### src/rtl/instr_encoder_pkg.sv
// Shared RV32I immediate-format definitions: format encodings, field positions
// and the merge helper that inserts an immediate into a base instruction word.
package instr_encoder_pkg;

  localparam logic [1:0] FMT_L  = 2'b00;
  localparam logic [1:0] FMT_I  = 2'b01;
  localparam logic [1:0] FMT_SB = 2'b10;
  localparam logic [1:0] FMT_JU = 2'b11;

  localparam int unsigned IMM12_MSB  = 31;
  localparam int unsigned IMM12_LSB  = 20;
  localparam int unsigned SB_HI_MSB  = 31;
  localparam int unsigned SB_HI_LSB  = 25;
  localparam int unsigned SB_LO_MSB  = 11;
  localparam int unsigned SB_LO_LSB  = 7;
  localparam int unsigned IMM20_MSB  = 31;
  localparam int unsigned IMM20_LSB  = 12;

  // Only imm[19:0] can reach the packed word, so S1 keeps just those bits.
  typedef struct packed {
    logic [31:0] base;
    logic [19:0] imm;
    logic [1:0]  sel;
    logic        err;
  } s1_req_t;

  function automatic logic [31:0] merge_imm(input logic [31:0] base,
                                            input logic [19:0] imm,
                                            input logic [1:0]  sel);
    logic [31:0] ir;
    ir = base;
    case (sel)
      FMT_L, FMT_I: ir[IMM12_MSB:IMM12_LSB] = imm[11:0];
      FMT_SB: begin
        ir[SB_HI_MSB:SB_HI_LSB] = imm[11:5];
        ir[SB_LO_MSB:SB_LO_LSB] = imm[4:0];
      end
      FMT_JU:       ir[IMM20_MSB:IMM20_LSB] = imm[19:0];
      default:      ir = base;
    endcase
    return ir;
  endfunction

endpackage

### src/rtl/instr_encoder_range_check.sv
// Combinational check that an immediate is representable in the selected format.
module imm_range_check
  import instr_encoder_pkg::*;
(
  input  logic [31:0] in_imm,
  input  logic [1:0]  in_sel,
  output logic        err
);

  logic [31:0] sext_hi_s;

  // I-format is signed: bits 31..11 must all be copies of the sign bit.
  always_comb begin
    sext_hi_s = 32'($signed(in_imm) >>> 11);
    err       = 1'b0;
    case (in_sel)
      FMT_L, FMT_SB: err = ((in_imm >> 12) != 32'd0);
      FMT_I:         err = (sext_hi_s != 32'd0) && (sext_hi_s != 32'hFFFF_FFFF);
      FMT_JU:        err = ((in_imm >> 20) != 32'd0);
      default:       err = 1'b0;
    endcase
  end

endmodule

### src/rtl/instr_encoder.sv
// Two-stage immediate packer: S1 captures the request and its range verdict,
// S2 holds the merged instruction word; valid/ready handshakes on both sides.
module instr_encoder
  import instr_encoder_pkg::*;
#(
  parameter int ERRCNT_W = 8
) (
  input  logic                clk,
  input  logic                rst,
  input  logic                in_valid,
  output logic                in_ready,
  input  logic [31:0]         in_base,
  input  logic [31:0]         in_imm,
  input  logic [1:0]          in_sel,
  output logic                out_valid,
  input  logic                out_ready,
  output logic [31:0]         out_ir,
  output logic                out_err,
  input  logic                clr_err,
  output logic [ERRCNT_W-1:0] err_count
);

  localparam logic [ERRCNT_W-1:0] CNT_MAX  = {ERRCNT_W{1'b1}};
  localparam logic [ERRCNT_W-1:0] CNT_ZERO = {ERRCNT_W{1'b0}};
  localparam logic [ERRCNT_W-1:0] CNT_ONE  = {{(ERRCNT_W-1){1'b0}}, 1'b1};

  s1_req_t             s1_q, s1_d;
  logic                s1_valid_q, s1_valid_d;
  logic                s2_valid_q, s2_valid_d;
  logic [31:0]         ir_q, ir_d;
  logic                err_q, err_d;
  logic [ERRCNT_W-1:0] cnt_q, cnt_d;

  logic range_err_s;
  logic s2_free_s;
  logic in_fire_s;
  logic s2_load_s;
  logic out_fire_s;

  imm_range_check u_range_check (
    .in_imm (in_imm),
    .in_sel (in_sel),
    .err    (range_err_s)
  );

  assign s2_free_s  = !s2_valid_q || out_ready;
  assign in_ready   = !s1_valid_q || s2_free_s;
  assign in_fire_s  = in_valid && in_ready;
  assign s2_load_s  = s1_valid_q && s2_free_s;
  assign out_fire_s = s2_valid_q && out_ready;

  // S1 and S2 next-state: each stage holds unless its downstream frees it.
  always_comb begin
    s1_d       = s1_q;
    s1_valid_d = s1_valid_q;
    s2_valid_d = s2_valid_q;
    ir_d       = ir_q;
    err_d      = err_q;
    if (in_fire_s) begin
      s1_d       = '{base: in_base, imm: in_imm[19:0], sel: in_sel, err: range_err_s};
      s1_valid_d = 1'b1;
    end else if (s2_load_s) begin
      s1_valid_d = 1'b0;
    end else begin
      s1_valid_d = s1_valid_q;
    end
    if (s2_load_s) begin
      s2_valid_d = 1'b1;
      ir_d       = merge_imm(s1_q.base, s1_q.imm, s1_q.sel);
      err_d      = s1_q.err;
    end else if (out_fire_s) begin
      s2_valid_d = 1'b0;
    end else begin
      s2_valid_d = s2_valid_q;
    end
  end

  // Error counter: clear wins over a coincident increment; saturates at max.
  always_comb begin
    cnt_d = cnt_q;
    if (clr_err) begin
      cnt_d = CNT_ZERO;
    end else if (out_fire_s && err_q && (cnt_q != CNT_MAX)) begin
      cnt_d = cnt_q + CNT_ONE;
    end else begin
      cnt_d = cnt_q;
    end
  end

  // State registers with synchronous reset discarding any in-flight request.
  always_ff @(posedge clk) begin
    if (rst) begin
      s1_q       <= {$bits(s1_req_t){1'b0}};
      s1_valid_q <= 1'b0;
      s2_valid_q <= 1'b0;
      ir_q       <= 32'd0;
      err_q      <= 1'b0;
      cnt_q      <= CNT_ZERO;
    end else begin
      s1_q       <= s1_d;
      s1_valid_q <= s1_valid_d;
      s2_valid_q <= s2_valid_d;
      ir_q       <= ir_d;
      err_q      <= err_d;
      cnt_q      <= cnt_d;
    end
  end

  assign out_valid = s2_valid_q;
  assign out_ir    = ir_q;
  assign out_err   = err_q;
  assign err_count = cnt_q;

endmodule

### config.mk
export PLATFORM = sky130hd
export DESIGN_NAME = instr_encoder
export DESIGN_NICKNAME = d
export VERILOG_FILES = /design/src/rtl/instr_encoder_pkg.sv /design/src/rtl/instr_encoder_range_check.sv /design/src/rtl/instr_encoder.sv
export SDC_FILE = /design/constraint.sdc
export NUM_CORES = 1
export LEC_CHECK = 0
export BUFFER_PORTS_ARGS = -buffer_cell sky130_fd_sc_hd__buf_2
export CORE_ASPECT_RATIO = 1.25
export CORE_MARGIN = 2
export CORE_UTILIZATION = 35
export DETAILED_ROUTE_END_ITERATION = 8
export GPL_TIMING_DRIVEN = 0
export PLACE_DENSITY = 0.61
export SYNTH_ARGS = -nofsm -noshare
export SYNTH_HDL_FRONTEND = slang
export SYNTH_HIERARCHICAL = 1
export SYNTH_SLANG_ARGS = --single-unit
### constraint.sdc
create_clock -name clk -period 1.4 [get_ports clk]
set_input_delay 0.14 -clock clk [delete_from_list [all_inputs] [get_ports clk]]
set_output_delay 0.14 -clock clk [all_outputs]
set_load 0.005 [all_outputs]
After elaboration in Yosys (flattened, before gate mapping)
Cells that the tools add are included.
{ "totals": {"ff_bits": 91, "latchBits": 0, "ramBits": 0, "rom_bits": 0, "input_bits": 71, "out_inout_bits": 43, "word_cells": 48, "mem_count": 0} }
{ "classes": {"n_addsub": 1, "multipliers": 0, "div": 0, "order_cmp": 0, "eq_ne": 8, "shift": 0, "muxes": 9, "bitwise": 0, "n_reduce_logical": 21} }
{ "ops": {"columns": ["cell", "n"], "rows": [
  ["$reduce_bool 32->1", 3],
  ["$ne 32x32->1 const B", 1],
  ["$pmux 7 s2", 1],
  ["$pmux 5 s2", 1],
  ["$add 8x1->8 const B", 1],
  ["$eq 2x2->1 const B", 4],
  ["$mux 8", 1],
  ["$ne 8x8->1 const B", 1],
  ["$logic_and 1x1->1", 6],
  ["$reduce_or 2->1", 3],
  ["$mux 5", 1],
  ["$eq 2x1->1 const B", 2],
  ["$logic_not 2->1", 2],
  ["$mux 1", 4],
  ["$reduce_bool 2->1", 2],
  ["$pmux 1 s3", 1],
  ["$reduce_or 3->1", 1],
  ["$logic_not 1->1", 2],
  ["$logic_or 1x1->1", 2]
]} }

Logic depth before layout (Yosys ltp)
{ "logic_depth": {"ltp_word": 5, "ltp_mapped": 6, "ltp_nobuf": 5} }

Hierarchy
Netlist, hierarchy kept.
{ "by_module_without_submodules": {"columns": ["mod", "n_inst", "cells_each", "area_each_um2", "seq_area_each_um2"], "rows": [
  ["instr_encoder", 1, 439, 3547.2, 1821.7],
  ["imm_range_check", 1, 16, 108.9, 0.0]
]} }

Least setup slack after synthesis
OpenSTA, ideal clock, no wires.
{ "synth_path": {"path_kind": "register to register", "startpoint": "reg cnt_q[0] (netlist: err_count[0])", "endpoint": "reg cnt_q[7] (netlist: err_count[7])", "setup_ps": 70, "arrival_time_ps": 1295, "required_ps": 1330, "slack_ps": 35, "path_stages_with_launch": 6, "path_buffers": 0, "synth_period_minus_slack_ps": 1365, "cell_sequence": "dfxtp_1 -> ha_1 -> nand3_1 -> o211ai_2 -> or3_1 -> a21oi_1"} }
{ "synth_between": {"elab_chain_cells": 2, "word_cells_on_any_way": 3, "classes_between": "1 x add/sub; 1 x eq/ne; 1 x reduce/logical"} }
{ "synth_lines": {"columns": ["element", "line_no", "text"], "rows": [
  ["from (decl)", "instr_encoder.sv:32", "logic [ERRCNT_W-1:0] cnt_q, cnt_d;"],
  ["from (signal assigned)", "instr_encoder.sv:105", "cnt_q <= cnt_d;"],
  ["parallel branches: the longest is 2 deep, another holds $add 8x1->8", null, null]
]} }
Several ways; the timed one is not identified.
A chain may end at the register's enable or synchronous reset.

Worst setup path in the final report
{ "layout_path": {"startpoint": "reg err_q (netlist: out_err)", "endpoint": "reg cnt_q[7] (netlist: err_count[7])"} }
{ "layout_between": {"elab_chain_cells": 2} }
{ "layout_lines": {"columns": ["element", "line_no", "text"], "rows": [
  ["from (decl)", "instr_encoder.sv:31", "logic err_q, err_d;"],
  ["from (signal assigned)", "instr_encoder.sv:104", "err_q <= err_d;"],
  ["$logic_and 1x1->1 (2 in series)", "instr_encoder.sv:83", "end else if (out_fire_s && err_q && (cnt_q != CNT_MAX)) begin"]
]} }
No other way between the ends.

==> flow_summary.json <==
{
  "fillers": 1053,
  "p_comb_frac": 0.105,
  "cts_max_path_buffers": 2,
  "max_freq_mhz": 735.7,
  "die_x_um": 95.42,
  "path_clk_slew_ps": 60,
  "ys_ff_latch": 91,
  "area_growth_pct": 30.32,
  "synthFlopType": "dfxtp_1",
  "min_period_ps": 1359,
  "grt_setup_unrepaired": "true",
  "dp_hpwl_um": 7849,
  "timing.setup.critical_path_class": "flip-flop to flip-flop",
  "slew_viol_final": 0,
  "cp_data_required_time_ps": 1670,
  "leakage_nw": 1.947,
  "syn_area_um2": 3656,
  "max-slew-margin-rel": 0.6058,
  "wirelength_um": 10440,
  "fin_nets": 645,
  "grt_pass1_wl_um": 16230,
  "path_max_fanout": 5,
  "grt_max_degree": 14,
  "p_int_mw": 4.530,
  "clockRootBuffer": "clkbuf_16",
  "synth_cell_types": 36,
  "cts_sinks": 91,
  "postPlaceCellArea_um2": 4348,
  "yosysWarnings": 6,
  "skew_ps": 5.043,
  "status": "finished, final reports clean",
  "syn_nets": 527,
  "layout-drive-gt1-share": 0.2760,
  "setup_violations": 0,
  "dr.pass1.iters": 6,
  "die_area_um2": 11280,
  "htreeDepth": 3,
  "fin_setup_tns_ps": 0,
  "ant_nets": 0,
  "diodes": 0,
  "drt_iter0_drc": 137,
  "grt_overflow_total": 0,
  "multiInputGateArea_um2": 1725,
  "synth_edf_count": 0,
  "vias_per_cell": 5.077,
  "io_buffers": 106,
  "power_frac_seq": 0.475,
  "antenna_found_initial": 0,
  "layout.area.seq_um2": 1826,
  "final_area_um2": 4765,
  "dp_cells": 690,
  "seq_area_frac_synth": 0.4983,
  "synthCells": 455,
  "first_global_vias": 3319,
  "rows": 41,
  "numCtsBuffers": 9,
  "switchingPower_mw": 1.373,
  "synth_area_per_cell_um2": 8.035,
  "pwr-share-clk": 0.419,
  "vias": 3579,
  "drv_cap": 0,
  "hold_path_class": "input port to flip-flop",
  "vdd_drop_max_v": 0.0006570,
  "routedWlPerCell_um": 14.81,
  "endpoint_kind": "flip-flop",
  "worst_pin_slew_ps": 591.4,
  "hold_violations": 0,
  "post_layout_nonfiller_instances": 705,
  "io_pins": 114,
  "grtUsageTotal": 0.1866,
  "timing.critical_path.arrival_ps": 1630,
  "power_per_cell_area_nw_per_um2": 1239,
  "drcViolationCount": 0,
  "coreArea_um2": 10160,
  "place_congestion": 0.8089,
  "postCtsHoldBufs": 0,
  "setup.worst_path.start_class": "flip-flop",
  "start_util": 0.3599,
  "die_height_um": 118.3,
  "p_sw_frac": 0.2326,
  "ys_async_sr_fraction": 0,
  "cts_tree": "done",
  "period_share": 0.9708,
  "clock_latency_ps": 340
}
==> registers in the layout (all words and copies together), names as in the netlist <==
name / cells
s1_valid_q: 1
s1_q: 48
out_err: 1
err_count: 8
out_valid: 1
out_ir: 32
==> cell usage after synthesis (all sizes together) (3+ instances only) <==
master,count,area (um^2)
o211ai,7,57.55
nand3,19,95.09
o21ai,4,20.01
xor2,3,26.28
clkbuf,13,50.04
a311oi,15,131.4
nand2,141,529.3
nand4,7,43.79
a211oi,5,37.54
buf,21,123.9
a21oi,65,329.1
mux2i,11,110.1
nor2,28,105.1
dfxtp,91,1822
nor4,6,37.54
nor2b,3,21.27
==> power by group through the flow <==
| stage | Clock, mW | Combinational, mW | Sequential, mW |
|---|---|---|---|
| 2_1_floorplan | 0 | 0.328 | 2.84 |
| 3_3_place_gp | 0 | 0.586 | 2.86 |
| 3_5_place_dp | 0 | 0.595 | 2.86 |
| 4_1_cts | 2.52 | 0.606 | 2.81 |
| 5_1_grt | 2.63 | 0.697 | 2.82 |
| 6_report | 2.48 | 0.621 | 2.81 |
==> critical path, stage by stage (launching register included) <==
cell	delay, ps
dfxtp_1	380
and3_1	290
o211ai_4	130
or3_1	360
a21oi_1	140
==> per-stage QoR <==
| stage | util | total power, mW | setup slack, ps | hold slack (ps) |
|---|---|---|---|---|
| 4_1_cts | 0.4602 | 5.933 | -24.22 | 30.18 |
| 2_1_floorplan | - | 3.172 | 34.56 | 276.0 |
| 6_report | 0.4691 | 5.903 | 40.82 | 39.57 |
| 3_5_place_dp | 0.4281 | 3.456 | -115.4 | 387.1 |
| 3_3_place_gp | 0.4281 | 3.443 | -94.16 | 383.8 |
| 5_1_grt | 0.4691 | 6.146 | -32.10 | 41.80 |
==> cell type report <==
type | instances | area share
Tap cell | 129 | 0.03388
Timing Repair Buffer | 107 | 0.1129
Buffer | 34 | 0.04464
Sequential cell | 91 | 0.3831
Multi-Input combinational cell | 329 | 0.3621
Clock inverter | 3 | 0.01366
Inverter | 1 | 0.0007878
Clock buffer | 11 | 0.04884
==> what timing repair did <==
item | in CTS | in global routing
resized for setup | 10 | 22
pin swaps | 0 | 2
endpoints found under the setup margin | 41 | 47
hold endpoints to repair | 0 | 0
buffers inserted | 0 | 1
==> cells in the final DEF, fill, tap and decap left out, types with 3 or more instances in the layout <==
cell type    n
nor2_1      28
buf_2      111
clkbuf_16    9
a311oi_2     3
a21oi_1     64
o21ai_0      3
a211oi_1     4
mux2i_1     11
dfxtp_1     88
nand2_1    140
a311oi_1    12
buf_4        9
nor4_1       6
clkbuf_2     3
clkbuf_1    12
nand3_1     18
buf_6        5
dfxtp_2      3
xor2_1       3
o211ai_1     6
nand4_1      7
==> cells by family (layout without fill, tap and decap cells) <==
group / Yosys count / after routing / synth area share
AO/OA/AOI/OAI: 100 / 100 / 0.1660
XOR/XNOR: 3 / 3 / 0.007188
adder cells (fa/ha/maj): 1 / 1 / 0.003422
buffers and inverters: 35 / 156 / 0.04859
flip-flops: 91 / 91 / 0.4983
multiplexers: 11 / 11 / 0.03012
AND/OR/NAND/NOR: 214 / 214 / 0.2464
==> per-layer routing <==
metal,share of wire,vias to the layer above,wire length [um],global-route usage
li1,-,1798,-,-
met1,0.42,1654,4425,0.2319
met2,0.50,116,5256,0.3195
met3,0.061,11,634,0.03888
met4,0.012,0,121,0.05625
met5,0,-,0,0
==> path summary, 6_finish.rpt <==
check | start | end | slack [ps] | cells past startpoint
worst max-delay path | out_err | err_count[7] | 40 | 4
worst min-delay path | in_imm[7] | s1_q[10] | 40 | 3
worst max register to register | out_err | err_count[7] | 40 | 4
worst min register to register | out_ir[0] | out_ir[0] | 450 | 2
No activity file was read; power rests on OpenSTA's default activity.
